**config.mk**
```make
export PLATFORM = sky130hd
export DESIGN_NAME = inst_queue_flat
export DESIGN_NICKNAME = d
export VERILOG_FILES = /design/src/rtl/inst_queue_if.sv /design/src/rtl/inst_queue.sv /design/src/flat_wrapper.sv
export SDC_FILE = /design/constraint.sdc
export NUM_CORES = 1
export LEC_CHECK = 0
export ABC_AREA = 1
export CAP_MARGIN = 20
export CORE_ASPECT_RATIO = 1.5
export CORE_MARGIN = 2
export CORE_UTILIZATION = 41
export DETAILED_ROUTE_END_ITERATION = 7
export PLACE_DENSITY_LB_ADDON = 0.08
export SYNTH_ARGS = -nofsm -noshare
export SYNTH_HDL_FRONTEND = slang
export SYNTH_SLANG_ARGS = --single-unit
```
**constraint.sdc**
```tcl
create_clock -name clk -period 4.21 [get_ports clk]
set_input_delay 0.6315 -clock clk [delete_from_list [all_inputs] [get_ports clk]]
set_output_delay 0.6315 -clock clk [all_outputs]
set_load 0.02 [all_outputs]
```
**src/rtl/inst_queue_if.sv**
```systemverilog
// Handshake/data bundle between IF (master) and the fetch-to-decode instruction queue (slave).
interface inst_queue_if #(
    parameter int DEPTH  = 4,
    parameter int ADDR_W = 32,
    parameter int INST_W = 32,
    parameter int GHR_W  = 8
);
    localparam int CNT_W = $clog2(DEPTH) + 1;

    logic              flush;
    logic              push_en;
    logic [ADDR_W-1:0] pc_in;
    logic [INST_W-1:0] inst_in;
    logic              is_branch_taken_in;
    logic [GHR_W-1:0]  pht_index_in;
    logic              full;
    logic              pop_en;
    logic              valid;
    logic [ADDR_W-1:0] pc_out;
    logic [INST_W-1:0] inst_out;
    logic              is_branch_taken_out;
    logic [GHR_W-1:0]  pht_index_out;
    logic [CNT_W-1:0]  count;

    modport master (
        output flush, push_en, pc_in, inst_in, is_branch_taken_in, pht_index_in, pop_en,
        input  full, valid, pc_out, inst_out, is_branch_taken_out, pht_index_out, count
    );

    modport slave (
        input  flush, push_en, pc_in, inst_in, is_branch_taken_in, pht_index_in, pop_en,
        output full, valid, pc_out, inst_out, is_branch_taken_out, pht_index_out, count
    );
endinterface

```
**src/rtl/inst_queue.sv**
```systemverilog
// Fetch-to-decode instruction queue: circular buffer with wrap-bit pointers and one-cycle flush.
// Define INST_QUEUE_BYPASS_EN to forward a push straight to the outputs when the queue is empty.
module inst_queue #(
    parameter int DEPTH  = 4,
    parameter int ADDR_W = 32,
    parameter int INST_W = 32,
    parameter int GHR_W  = 8
) (
    input logic         clk,
    input logic         rst,
    inst_queue_if.slave q
);
    localparam int IDX_W = $clog2(DEPTH);
    localparam int PTR_W = IDX_W + 1;

    typedef struct packed {
        logic [ADDR_W-1:0] pc;
        logic [INST_W-1:0] inst;
        logic              taken;
        logic [GHR_W-1:0]  pht;
    } entry_t;

    entry_t           mem_q [DEPTH];
    logic [PTR_W-1:0] rd_ptr_q, rd_ptr_d;
    logic [PTR_W-1:0] wr_ptr_q, wr_ptr_d;
    logic [PTR_W-1:0] count_q, count_d;

    logic   empty;
    logic   full;
    logic   bypass;
    logic   bypass_take;
    logic   pop_acc;
    logic   push_acc;
    logic   wr_en;
    logic   valid_int;
    entry_t in_entry;
    entry_t head_entry;
    entry_t out_entry;

    assign empty = (rd_ptr_q == wr_ptr_q);
    assign full  = (rd_ptr_q[IDX_W-1:0] == wr_ptr_q[IDX_W-1:0]) &&
                   (rd_ptr_q[IDX_W] != wr_ptr_q[IDX_W]);

    assign in_entry.pc    = q.pc_in;
    assign in_entry.inst  = q.inst_in;
    assign in_entry.taken = q.is_branch_taken_in;
    assign in_entry.pht   = q.pht_index_in;

    assign head_entry = mem_q[rd_ptr_q[IDX_W-1:0]];

`ifdef INST_QUEUE_BYPASS_EN
    assign bypass = empty && q.push_en && !q.flush;
`else
    assign bypass = 1'b0;
`endif

    // A bypassed entry that ID takes in the same cycle never touches storage.
    assign bypass_take = bypass && q.pop_en;
    assign pop_acc     = q.pop_en && !empty;
    assign push_acc    = q.push_en && (!full || pop_acc) && !bypass_take;
    assign wr_en       = push_acc && !q.flush;

    always_comb begin
        rd_ptr_d = rd_ptr_q;
        wr_ptr_d = wr_ptr_q;
        count_d  = count_q;
        if (q.flush) begin
            rd_ptr_d = '0;
            wr_ptr_d = '0;
            count_d  = '0;
        end else begin
            if (pop_acc) begin
                rd_ptr_d = rd_ptr_q + PTR_W'(1);
            end
            if (push_acc) begin
                wr_ptr_d = wr_ptr_q + PTR_W'(1);
            end
            if (push_acc && !pop_acc) begin
                count_d = count_q + PTR_W'(1);
            end else if (pop_acc && !push_acc) begin
                count_d = count_q - PTR_W'(1);
            end
        end
    end

    always_ff @(posedge clk or negedge rst) begin
        if (!rst) begin
            rd_ptr_q <= '0;
            wr_ptr_q <= '0;
            count_q  <= '0;
        end else begin
            rd_ptr_q <= rd_ptr_d;
            wr_ptr_q <= wr_ptr_d;
            count_q  <= count_d;
        end
    end

    // Entry contents need no reset: nothing is visible until a pointer moves past it.
    always_ff @(posedge clk) begin
        if (wr_en) begin
            mem_q[wr_ptr_q[IDX_W-1:0]] <= in_entry;
        end
    end

    // An empty queue presents all-zero data so ID decodes it as a NOP.
    always_comb begin
        valid_int = !empty;
        out_entry = head_entry;
        if (bypass) begin
            valid_int = 1'b1;
            out_entry = in_entry;
        end
        if (!valid_int) begin
            out_entry = '0;
        end
    end

    assign q.valid               = valid_int;
    assign q.full                = full;
    assign q.count               = count_q;
    assign q.pc_out              = out_entry.pc;
    assign q.inst_out            = out_entry.inst;
    assign q.is_branch_taken_out = out_entry.taken;
    assign q.pht_index_out       = out_entry.pht;

endmodule

```
**src/flat_wrapper.sv**
```systemverilog
// flat-port wrapper written by rule: the top's interface ports become plain ports
module inst_queue_flat 
#(
    parameter int DEPTH  = 4,
    parameter int ADDR_W = 32,
    parameter int INST_W = 32,
    parameter int GHR_W  = 8
)
  (clk, rst, q_flush, q_push_en, q_pc_in, q_inst_in, q_is_branch_taken_in, q_pht_index_in, q_pop_en, q_full, q_valid, q_pc_out, q_inst_out, q_is_branch_taken_out, q_pht_index_out, q_count);
  inst_queue_if #(.DEPTH(DEPTH), .ADDR_W(ADDR_W), .INST_W(INST_W), .GHR_W(GHR_W)) q_i ();
  input logic clk;
  input logic rst;
  input wire logic [$bits(q_i.flush)-1:0] q_flush;
  input wire logic [$bits(q_i.push_en)-1:0] q_push_en;
  input wire logic [$bits(q_i.pc_in)-1:0] q_pc_in;
  input wire logic [$bits(q_i.inst_in)-1:0] q_inst_in;
  input wire logic [$bits(q_i.is_branch_taken_in)-1:0] q_is_branch_taken_in;
  input wire logic [$bits(q_i.pht_index_in)-1:0] q_pht_index_in;
  input wire logic [$bits(q_i.pop_en)-1:0] q_pop_en;
  output wire logic [$bits(q_i.full)-1:0] q_full;
  output wire logic [$bits(q_i.valid)-1:0] q_valid;
  output wire logic [$bits(q_i.pc_out)-1:0] q_pc_out;
  output wire logic [$bits(q_i.inst_out)-1:0] q_inst_out;
  output wire logic [$bits(q_i.is_branch_taken_out)-1:0] q_is_branch_taken_out;
  output wire logic [$bits(q_i.pht_index_out)-1:0] q_pht_index_out;
  output wire logic [$bits(q_i.count)-1:0] q_count;
  assign q_i.flush = q_flush;
  assign q_i.push_en = q_push_en;
  assign q_i.pc_in = q_pc_in;
  assign q_i.inst_in = q_inst_in;
  assign q_i.is_branch_taken_in = q_is_branch_taken_in;
  assign q_i.pht_index_in = q_pht_index_in;
  assign q_i.pop_en = q_pop_en;
  assign q_full = q_i.full;
  assign q_valid = q_i.valid;
  assign q_pc_out = q_i.pc_out;
  assign q_inst_out = q_i.inst_out;
  assign q_is_branch_taken_out = q_i.is_branch_taken_out;
  assign q_pht_index_out = q_i.pht_index_out;
  assign q_count = q_i.count;
  inst_queue #(.DEPTH(DEPTH), .ADDR_W(ADDR_W), .INST_W(INST_W), .GHR_W(GHR_W)) u_core (.clk(clk), .rst(rst), .q(q_i));
endmodule
```
==> results.txt <==
- The first global-routing pass estimated 39.8 mm of wire.
- ~160 I/O pins were placed.
* Worst-case setup slack after placement: 0.872 ns
- Routability-driven placement finished with a final weighted congestion of ~0.73.
- Counting along the longest clock path gives a buffer depth of 3.
- Number of DRC violations after detailed-routing iteration 0: roughly 420
* Number of max-cap violations: 0
* Area growth syn-to-layout: 23.5%
- Minimum setup slack among reg-to-reg paths: roughly 1.1 ns
- In the final design database the tool counted 1,176 nets.
- Busiest metal layer after global routing: met2
* Nature of the critical path startpoint: flip-flop
- Initial antenna violation count: 0
- The analysis attributes to cell leakage a power of roughly 5.4 nW.
- For the worst setup path, the data arrival time is about 3.2 ns.
- Drt wl/cell: about 17 um
- The multi-input combinational cells in the finished layout cover a total of around 2400 um^2.
- Global routing finished with a remaining overflow of 0.
- Met3 Track Usage GR: about 2.1%
* Detailed Route WL: ~26 mm
* Endpoint class of the critical path: output pin
* Maximum clock frequency: about 0.26 GHz
* Clock tree root buffer cell: sky130_fd_sc_hd__clkbuf_16
- The final-report hold violation count came to 0.
* Number of clock buffers inserted by TritonCTS: 29
* Final setup TNS: 0 ns
* Result of the run: finished, final reports clean
- Beginning of the worst register-to-register path: u_core.rd_ptr_q[0]$_DFFE_PN0P_
- The Yosys step of the flow raised 0 warnings.
- Worst-margin pin slew: roughly 0.7 ns
* Ratio of routed vias to standard cells: about 5.0
- 0 antenna diodes ended up in the layout.
- In this run the tool buffered the top-level ports with between 150 and 200 buffer cells.
- In this run the power density over the cells is 509 nW/um^2.
- Worst skew pair latency: approximately 0.53 ns
- Start-to-end type of the worst setup path: flip-flop to output pin
- The number of setup buffers added after CTS is 0.
- For met1 alone, demand over resource in global routing was 20.4%.
- Number of placement rows: 76
- The cell area that synthesis handed to floorplanning was 12,000 um^2.
- Clock-pin slew was measured on the worst setup and hold paths at roughly 0.06 ns.
- In the layout the commonest cells are sky130_fd_sc_hd__edfxtp_1 (292), sky130_fd_sc_hd__clkdlybuf4s50_1 (155), sky130_fd_sc_hd__nor2_1 (150).
* Unique cell type count in the Yosys netlist: 27
- The wire-length estimate of the detail-placed layout is ~14 mm.
* Area taken by flip-flops and latches: 9000 um^2
* CTS sink count: around 300
* Met2 Use GR: between 30% and 40%
- The clock arrives with approximately 0.012 ns of skew.
* Register bit count reported by yosys: approximately 300
* Area of the core: slightly below 30,000 um^2
- Number of gates resized after cts: 0
* Req. time, crit path: about 3.6 ns
- Once the floorplan was initialized, standard cells occupied about two fifths of the core.
* Clock tree from TritonCTS: built
* Die W: 144 um
- # fillers: 2,545
- Final-report setup violation count: 0
* Max VDD drop: between 0.3 and 0.4 mV
* Path depth of the worst reg2reg path: 14
- Leaving out fill and tap cells, the most frequent cell in the layout is sky130_fd_sc_hd__edfxtp_1.
- For this run, the detailed router's first-pass iteration total came to 4.
- The tightest min-delay check is of the input port to asynchronous set/reset pin type.
- Post-Place Cell Area: ~14,000 um^2
* Number of global-route vias before repair: 7,313
- Maximum net fanout on the critical path: 74
* Net count after synthesis: about 1,000
- The count of nets left with antenna violations once routing finished came out at 0.
- Post-Syn Instances: 948
- End of the worst register-to-register path: u_core.q.count[2]$_DFFE_PN0P_
- After clock tree synthesis, the flow added hold-fix buffers numbering 0.
* Level count of the clock H-tree: 1
- In the routed design, unresolved DRC markers number 0.
- Total die area: around 30,000 um^2
* Critical path launch point: u_core.rd_ptr_q[0]$_DFFE_PN0P_
* Syn_area_per_cell: around 13 um^2
- The worst path in the final design needs a cycle of 3.84 ns, including I/O delays and setup.
* Die span in y: 214 um
* Setup repair after global routing missed its margin: false
- Setup slack closes at between 0.3 and 0.4 ns.
- Entering global routing, the biggest net connects around 110 pins.
* Summed area of non-filler cells in the final layout: 14,800 um^2
- The routed layout has around 7,500 vias.
- Share of the clock period used by the worst path: 91.2%
* All-layer global routing usage: 17.0%
- Slew Limit Fails: 0
* Sequential share of the synthesized area: 74.9%
* Rel. slew slack: around 53%
- Of the cells placed in the final design, the portion with a size suffix greater than 1 is 10.4%.
[synth_stat cells, drive strengths merged]
master,n,area (um^2)
edfxtp,292,8770
nor2,155,589
o21ai,150,751
nand2,97,382
inv,93,352
o22ai,73,457
buf,30,181
clkbuf,26,97.6
nand3,10,80.1
dfrtp,9,225
ha,5,62.6
a21oi,2,10.0
a211oi,1,7.51
fa,1,20.0
nand4,1,6.26
nor3,1,5.00
xnor2,1,8.76
xor2,1,8.76
[worst max-delay path: stages (launching register included)]
cell                              delay [ns]
sky130_fd_sc_hd__dfrtp_4                0.67
sky130_fd_sc_hd__inv_4                  0.46
sky130_fd_sc_hd__buf_12                 0.35
sky130_fd_sc_hd__o21ai_0                0.12
sky130_fd_sc_hd__o22ai_1                0.23
sky130_fd_sc_hd__nand2_1                0.11
sky130_fd_sc_hd__inv_2                  0.06
sky130_fd_sc_hd__clkdlybuf4s50_1        0.59
[flip-flops by register name, summed over array words and instances, names as in the netlist]
signal           count
u_core.mem_q       292
u_core.q.count       3
u_core.rd_ptr_q      3
u_core.wr_ptr_q      3
[through the flow]
step	power [mW]	util, %	hold slack [ns]	instances
CTS	7.64	51.5	0.409	1502
global route	7.92	51.5	0.449	1502
finish	7.55	51.5	0.418	1502
detailed placement	5.35	48.6	0.533	1451
floorplan	4.55	-	0.336	948
global placement	5.34	48.6	0.532	1451
[cell type report]
cell class | count | share of cell area (%)
Clock buffer | 32 | 4.97
Clock inverter | 19 | 0.666
Inverter | 93 | 2.37
Multi-Input combinational cell | 498 | 16.3
Sequential cell | 301 | 60.7
Tap cell | 390 | 3.29
Timing Repair Buffer | 169 | 11.8
[where the power goes]
part           leakage [nW]  switching, mW  internal, mW
clock                 0.410           1.04          1.25
sequential             2.77         0.0500          3.38
combinational          2.18           1.10         0.724
total                  5.36           2.18          5.36
[cell families (layout without fill, tap and decap cells)]
family | count (synthesis) | count (layout) | synth area share, %
flip-flops | 301 | 301 | 74.9
adder cells (fa/ha/maj) | 6 | 6 | 0.688
XOR/XNOR | 2 | 2 | 0.146
AND/OR/NAND/NOR | 264 | 264 | 8.84
buffers and inverters | 149 | 313 | 5.25
AO/OA/AOI/OAI | 226 | 226 | 10.2
[worst max-delay path by stage]
stage                              endpoint  slack, ns  cells after the start
3_3_place_gp                 q_inst_out[22]       0.87                      7
6_report                     q_inst_out[16]       0.37                      7
3_5_place_dp                 q_inst_out[22]       0.87                      7
4_1_cts                      q_inst_out[22]       0.29                      7
2_1_floorplan  u_core.mem_q[0][0]$_DFFE_PP_      -0.42                      9
5_1_grt                      q_inst_out[22]       0.14                      7
[layer usage]
layer	part of all wire, %	wire [um]
met1	41	10700
met2	53	13900
met3	4.2	1090
met4	2.1	552
met5	0	0
(Power assumes the default switching activity.)
